===== src/rtl/reorder_buffer.sv =====
// reorder_buffer
//   Circular in-order reorder buffer. Each decoded instruction gets a tag (the
//   tail slot). Results arrive on the common data bus, and entries retire in
//   program order at a rate of one per cycle. When a retiring branch turns out
//   to be mispredicted, the buffer spends one cycle in FLUSH, pulses clear and
//   presents the corrected fetch PC.
//
// Ports
//   clk, rst_n          clock, asynchronous active-low reset
//   rdy                 global enable; low freezes all state
//   alloc_*             allocation request from decode
//   alloc_tag, rob_full granted tag (tail), allocation refused
//   cdb_*               result broadcast (tag, data, branch outcome/target)
//   q1_*, q2_*          dispatch operand look-ups (combinational)
//   commit_*            registered retire pulse to the register file
//   clear, redirect_pc  registered flush pulse and fetch target
module reorder_buffer #(
  parameter int DEPTH  = 16,
  parameter int TAG_W  = 4,
  parameter int DATA_W = 32,
  parameter int REG_W  = 5
) (
  input  logic              clk,
  input  logic              rst_n,
  input  logic              rdy,
  input  logic              alloc_valid,
  input  logic              alloc_dest_valid,
  input  logic [REG_W-1:0]  alloc_dest,
  input  logic              alloc_is_branch,
  input  logic              alloc_pred_taken,
  output logic [TAG_W-1:0]  alloc_tag,
  output logic              rob_full,
  input  logic              cdb_valid,
  input  logic [TAG_W-1:0]  cdb_tag,
  input  logic [DATA_W-1:0] cdb_data,
  input  logic              cdb_br_taken,
  input  logic [DATA_W-1:0] cdb_br_target,
  input  logic [TAG_W-1:0]  q1_tag,
  input  logic [TAG_W-1:0]  q2_tag,
  output logic              q1_ready,
  output logic              q2_ready,
  output logic [DATA_W-1:0] q1_data,
  output logic [DATA_W-1:0] q2_data,
  output logic              commit_valid,
  output logic [REG_W-1:0]  commit_reg_dest,
  output logic [TAG_W-1:0]  commit_tag,
  output logic [DATA_W-1:0] commit_data,
  output logic              clear,
  output logic [DATA_W-1:0] redirect_pc
);

  localparam logic [TAG_W:0] L_FULL = (TAG_W+1)'(DEPTH);

  typedef enum logic {S_RUN, S_FLUSH} state_t;

  state_t             r_state;
  state_t             w_state_next;

  // Control bits are reset; payload fields are only read while busy, so
  // they live in plain unreset storage.
  logic [DEPTH-1:0]   r_busy;
  logic [DEPTH-1:0]   r_ready;
  logic [DEPTH-1:0]   r_dest_valid;
  logic [DEPTH-1:0]   r_is_branch;
  logic [DEPTH-1:0]   r_pred_taken;
  logic [DEPTH-1:0]   r_br_taken;
  logic [REG_W-1:0]   r_dest   [DEPTH];
  logic [DATA_W-1:0]  r_data   [DEPTH];
  logic [DATA_W-1:0]  r_target [DEPTH];

  logic [TAG_W-1:0]   r_head;
  logic [TAG_W-1:0]   r_tail;
  logic [TAG_W:0]     r_count;
  logic [DATA_W-1:0]  r_flush_pc;

  logic               w_alloc;
  logic               w_wb;
  logic               w_commit;
  logic               w_mispredict;
  logic               w_flush_go;
  logic               w_q1_hit;
  logic               w_q2_hit;

  assign rob_full  = (r_count == L_FULL) || (r_state == S_FLUSH);
  assign alloc_tag = r_tail;

  // ---------------- FSM: state register ----------------
  always_ff @(posedge clk or negedge rst_n) begin
    if (!rst_n) r_state <= S_RUN;
    else        r_state <= w_state_next;
  end

  // ---------------- FSM: next state ----------------
  always_comb begin
    w_state_next = r_state;
    unique case (r_state)
      S_RUN:   if (w_mispredict) w_state_next = S_FLUSH;
      S_FLUSH: if (rdy)          w_state_next = S_RUN;
      default: w_state_next = S_RUN;
    endcase
  end

  // ---------------- FSM: outputs / strobes ----------------
  // Commit looks at the registered ready bit, so a writeback landing on the
  // head in the same cycle only makes it eligible on the following cycle.
  always_comb begin
    w_alloc      = rdy && alloc_valid && !rob_full;
    w_wb         = rdy && (r_state == S_RUN) && cdb_valid && r_busy[cdb_tag];
    w_commit     = rdy && (r_state == S_RUN) && (r_count != '0) &&
                   r_busy[r_head] && r_ready[r_head];
    w_mispredict = w_commit && r_is_branch[r_head] &&
                   (r_br_taken[r_head] != r_pred_taken[r_head]);
    w_flush_go   = rdy && (r_state == S_FLUSH);
  end

  // ---------------- control state ----------------
  always_ff @(posedge clk or negedge rst_n) begin
    if (!rst_n) begin
      r_busy          <= '0;
      r_ready         <= '0;
      r_head          <= '0;
      r_tail          <= '0;
      r_count         <= '0;
      r_flush_pc      <= '0;
      commit_valid    <= 1'b0;
      commit_reg_dest <= '0;
      commit_tag      <= '0;
      commit_data     <= '0;
      clear           <= 1'b0;
      redirect_pc     <= '0;
    end else begin
      commit_valid <= w_commit;
      clear        <= w_flush_go;
      if (w_flush_go) begin
        r_busy      <= '0;
        r_head      <= '0;
        r_tail      <= '0;
        r_count     <= '0;
        redirect_pc <= r_flush_pc;
      end else begin
        if (w_wb) r_ready[cdb_tag] <= 1'b1;
        if (w_commit) begin
          r_busy[r_head]  <= 1'b0;
          r_head          <= r_head + TAG_W'(1);
          commit_reg_dest <= r_dest_valid[r_head] ? r_dest[r_head] : '0;
          commit_tag      <= r_head;
          commit_data     <= r_data[r_head];
        end
        if (w_mispredict) r_flush_pc <= r_target[r_head];
        if (w_alloc) begin
          r_busy[r_tail]  <= 1'b1;
          r_ready[r_tail] <= 1'b0;
          r_tail          <= r_tail + TAG_W'(1);
        end
        unique case ({w_alloc, w_commit})
          2'b10:   r_count <= r_count + (TAG_W+1)'(1);
          2'b01:   r_count <= r_count - (TAG_W+1)'(1);
          default: r_count <= r_count;
        endcase
      end
    end
  end

  // ---------------- entry payload ----------------
  always_ff @(posedge clk) begin
    if (w_alloc) begin
      r_dest_valid[r_tail] <= alloc_dest_valid;
      r_dest[r_tail]       <= alloc_dest;
      r_is_branch[r_tail]  <= alloc_is_branch;
      r_pred_taken[r_tail] <= alloc_pred_taken;
    end
    if (w_wb) begin
      r_data[cdb_tag]     <= cdb_data;
      r_br_taken[cdb_tag] <= cdb_br_taken;
      r_target[cdb_tag]   <= cdb_br_target;
    end
  end

  // ---------------- operand look-up ----------------
  // A stored result wins; otherwise forward a matching broadcast this cycle.
  assign w_q1_hit = r_busy[q1_tag] && r_ready[q1_tag];
  assign w_q2_hit = r_busy[q2_tag] && r_ready[q2_tag];

  assign q1_ready = w_q1_hit || (cdb_valid && (cdb_tag == q1_tag));
  assign q2_ready = w_q2_hit || (cdb_valid && (cdb_tag == q2_tag));
  assign q1_data  = w_q1_hit ? r_data[q1_tag] :
                    (cdb_valid && (cdb_tag == q1_tag)) ? cdb_data : '0;
  assign q2_data  = w_q2_hit ? r_data[q2_tag] :
                    (cdb_valid && (cdb_tag == q2_tag)) ? cdb_data : '0;

endmodule


===== config.mk =====
export PLATFORM = sky130hd
export DESIGN_NAME = reorder_buffer
export DESIGN_NICKNAME = d
export VERILOG_FILES = /design/src/rtl/reorder_buffer.sv
export SDC_FILE = /design/constraint.sdc
export NUM_CORES = 2
export LEC_CHECK = 0
export CORE_ASPECT_RATIO = 1.75
export CORE_MARGIN = 2
export CORE_UTILIZATION = 45
export DETAILED_ROUTE_END_ITERATION = 12
export PLACE_DENSITY = 0.66
export SLEW_MARGIN = 20
export SYNTH_ARGS = -nofsm -noshare
export SYNTH_HDL_FRONTEND = slang
export SYNTH_SLANG_ARGS = --single-unit

===== constraint.sdc =====
create_clock -name clk -period 5.86 [get_ports clk]
set_clock_uncertainty 0.1 [all_clocks]
set_input_delay 0.586 -clock clk [delete_from_list [all_inputs] [get_ports clk]]
set_output_delay 0.586 -clock clk [all_outputs]
set_load 0.03 [all_outputs]

==> results.toml <==
[final_layout]
final_layout_size_suffix_gt1_share_pct = 34.49
area_growth_pct = 14.53
fin_cells = 4892
num-nets-final = 3199

[logic_synthesis]
yosys-top-cells-area = "edfxtp_1 (59%), mux4_2 (27%), dfrtp_1 (6.5%), nand2_1 (1.6%), mux2_2 (0.85%)"
synth.top_cell.area_share_pct = 59.15
syn_inst = 2870
synth_ff_type = "edfxtp_1"
synth_seq_area_share_pct = 65.60
yosysWarnings = 0
synthArstFlopShare_pct = 11.58
syn_avg_cell_area_um2 = 20.66
ys_types = 48
syn-num-nets = 2970
synthesis.area_um2 = 59300
synth_area_leader_cell = "edfxtp_1"
ys_ff_latch = 1321
synth_edf_count = 1168

[grt]
grt_max_degree = 90
grt_pass1_vias = 33432
overflow = 0
grt_use_total_pct = 24.46
antenna_found_initial = 10
grt_pass1_wl_mm = 236.9

[route]
wl_met3_mm = 12.79
routed_wl_mm = 163.5
routed.top_layer = "met5"
route.met2.wl_mm = 82.24
wl_met1_mm = 63.29
first_iter_violations = 3651
num_vias = 31876
ant_nets = 0
drtPass1Iterations = 6
drt-vias-per-instance = 6.516
drcViolationCount = 0
wl_per_cell_um = 33.41

[pwr]
power_mw = 27.11
powerDensity_nw_per_um2 = 399.2
power.leakage_nw = 21.74
irDropWorstVdd_v = 0.0002637

[place]
hpwl_mm = 92.61
routabilityCongestion = 0.8844
dp.cells = 4674
io_buffers = 235

[setup_path]
worstReg2RegEnd = "r_count[4]"
critPathMaxFanout = 89
r2r_start = "r_head[1]"
worst_setup_path_start_kind = "input pin"
ff2ff_path_depth = 12
cp_data_required_time_ps = 5170
cp-end-kind = "output pin"
r2r_slack_ps = 1440
crit_type = "in2out"
worstPathArrival_ps = 4350

[timing]
grt_setup_unrepaired = "false"
setup_viol = 0
whs_ps = 188.8
tightest_slew_ps = 1175
post-route-period-util_pct = 85.89
relSlewSlack_pct = 21.68
hold_viol = 0
fmax_mhz = 198.7
min_period_ps = 5033
tns_ps = 0
drv_slew = 0

[hold_path]
hold_path.class = "in2async"

[cts]
cts_root_buffer = "clkbuf_16"
cts_setup_buffers = 0
htree_levels = 3
cts_inserted_buffers = 113
clock_latency_ps = 770
cts_resized = 0
cts_max_path_buffers = 3
clock-sinks = 1321
cts_hold_buf = 1
tritoncts = "done"
path_clk_slew_ps = 70

[floorplan]
core_um2 = 131000
initial_core_util_pct = 45.26
die-area_um2 = 134800
io_pins = 236
die_w_um = 278.4
rows = 176
die_h_um = 484.2

[job]
cap_violations = 0

[status]
status = "finished, final reports clean"
-- metrics by stage --
step                      setup slack [ps]  util (%)  cell area (µm²)
final                                826.9     51.83            67910
after global routing                 737.5     51.83            67910
after CTS                            780.7     51.82            67900
after detailed placement             797.8     48.81            63960
after global placement               800.7     48.79            63930
after floorplan                       1065         -            59300
-- layout make-up --
class                   count  area [µm²]
diodes                      3       7.507
clock buffers             138        3008
clock inverters            76       925.9
fillers                 10122       63110
inverters                  20       75.07
multi-input cells        1317       19570
flip-flops and latches   1321       38920
well taps                1691        2116
repair buffers            326        3294
-- power breakdown --
part | switching, mW | internal, mW
combinational | 3.96 | 3.89
sequential | 0.524 | 10.8
clock | 3.59 | 4.33
total | 8.08 | 19.0
-- Yosys cell counts (2+ instances only) --
cell and instances:
a21oi_1 4, a221oi_2 2, a22o_1 2, a22oi_1 2, a31o_2 16, a31oi_1 5
a32oi_1 3, and2_1 4, and3_1 13, buf_1 40, buf_2 48, buf_4 2
buf_6 5, clkbuf_1 117, dfrtp_1 153, edfxtp_1 1168, ha_1 10, inv_1 19
mux2_2 45, mux2_4 29, mux2i_1 13, mux4_2 699, nand2_1 256, nand2b_1 2
nand3_1 24, nand3b_1 4, nand4_1 4, nor2_1 62, nor2b_1 4, nor3_1 7
nor4_1 4, o21ai_0 67, o22ai_1 5, o31ai_1 2, or2_2 2, or3_1 2
xnor2_1 4, xor2_1 12
-- routing by layer --
layer,vias up,global-route usage (%)
met5,-,0
met4,6,8.484
met3,307,4.181
met2,1658,40.57
met1,17309,32.92
li1,12596,-
-- how the worst max path moves through the flow --
stage / startpoint / slack (ps) / depth (start not counted) / to
3_3_place_gp: q1_tag[1] / 800 / 9 / q1_data[15]
6_report: q1_tag[1] / 830 / 9 / q1_data[15]
5_1_grt: q1_tag[1] / 740 / 9 / q1_data[15]
2_1_floorplan: cdb_tag[0] / 1060 / 4 / r_br_taken[13]
3_5_place_dp: q1_tag[1] / 800 / 9 / q1_data[15]
4_1_cts: q1_tag[1] / 780 / 9 / q1_data[15]
-- worst max-delay path, cell delays in order --
cell and delay [ps]:
buf_6 420, buf_12 530, xnor2_1 180, nand2_1 90, nor4_2 220, buf_4 380, nand2_1 240, o21ai_0 820
clkdlybuf4s50_1 830
-- registers in the layout, indices dropped and copies added, names as in the netlist --
name,cells
r_flush_pc,32
r_count,5
alloc_tag,4
r_target,512
commit_valid,1
r_head,4
clear,1
r_data,512
r_is_branch,16
r_ready,16
commit_reg_dest,5
r_dest,80
r_pred_taken,16
r_state,1
r_br_taken,16
redirect_pc,32
commit_tag,4
commit_data,32
r_busy,16
r_dest_valid,16
-- cell families after synthesis --
kind of cell | synth area share (%)
AO/OA/AOI/OAI | 1.207
XOR/XNOR | 0.2363
adder cells (fa/ha/maj) | 0.2110
buffers and inverters | 1.646
flip-flops | 65.60
multiplexers | 28.36
AND/OR/NAND/NOR | 2.739
-- cells in the final DEF, fill, tap and decap left out, drive strengths merged, types with 14 or more instances in the layout --
cell type	instances
mux4	699
nand2	256
edfxtp	1168
dfrtp	153
a31o	16
buf	96
o21ai	67
clkbuf	141
inv	26
nand3	25
mux2	74
clkdlybuf4s50	226
nor2	62
clkinv	45
bufinv	14
Power figures use the tool's default switching activity.
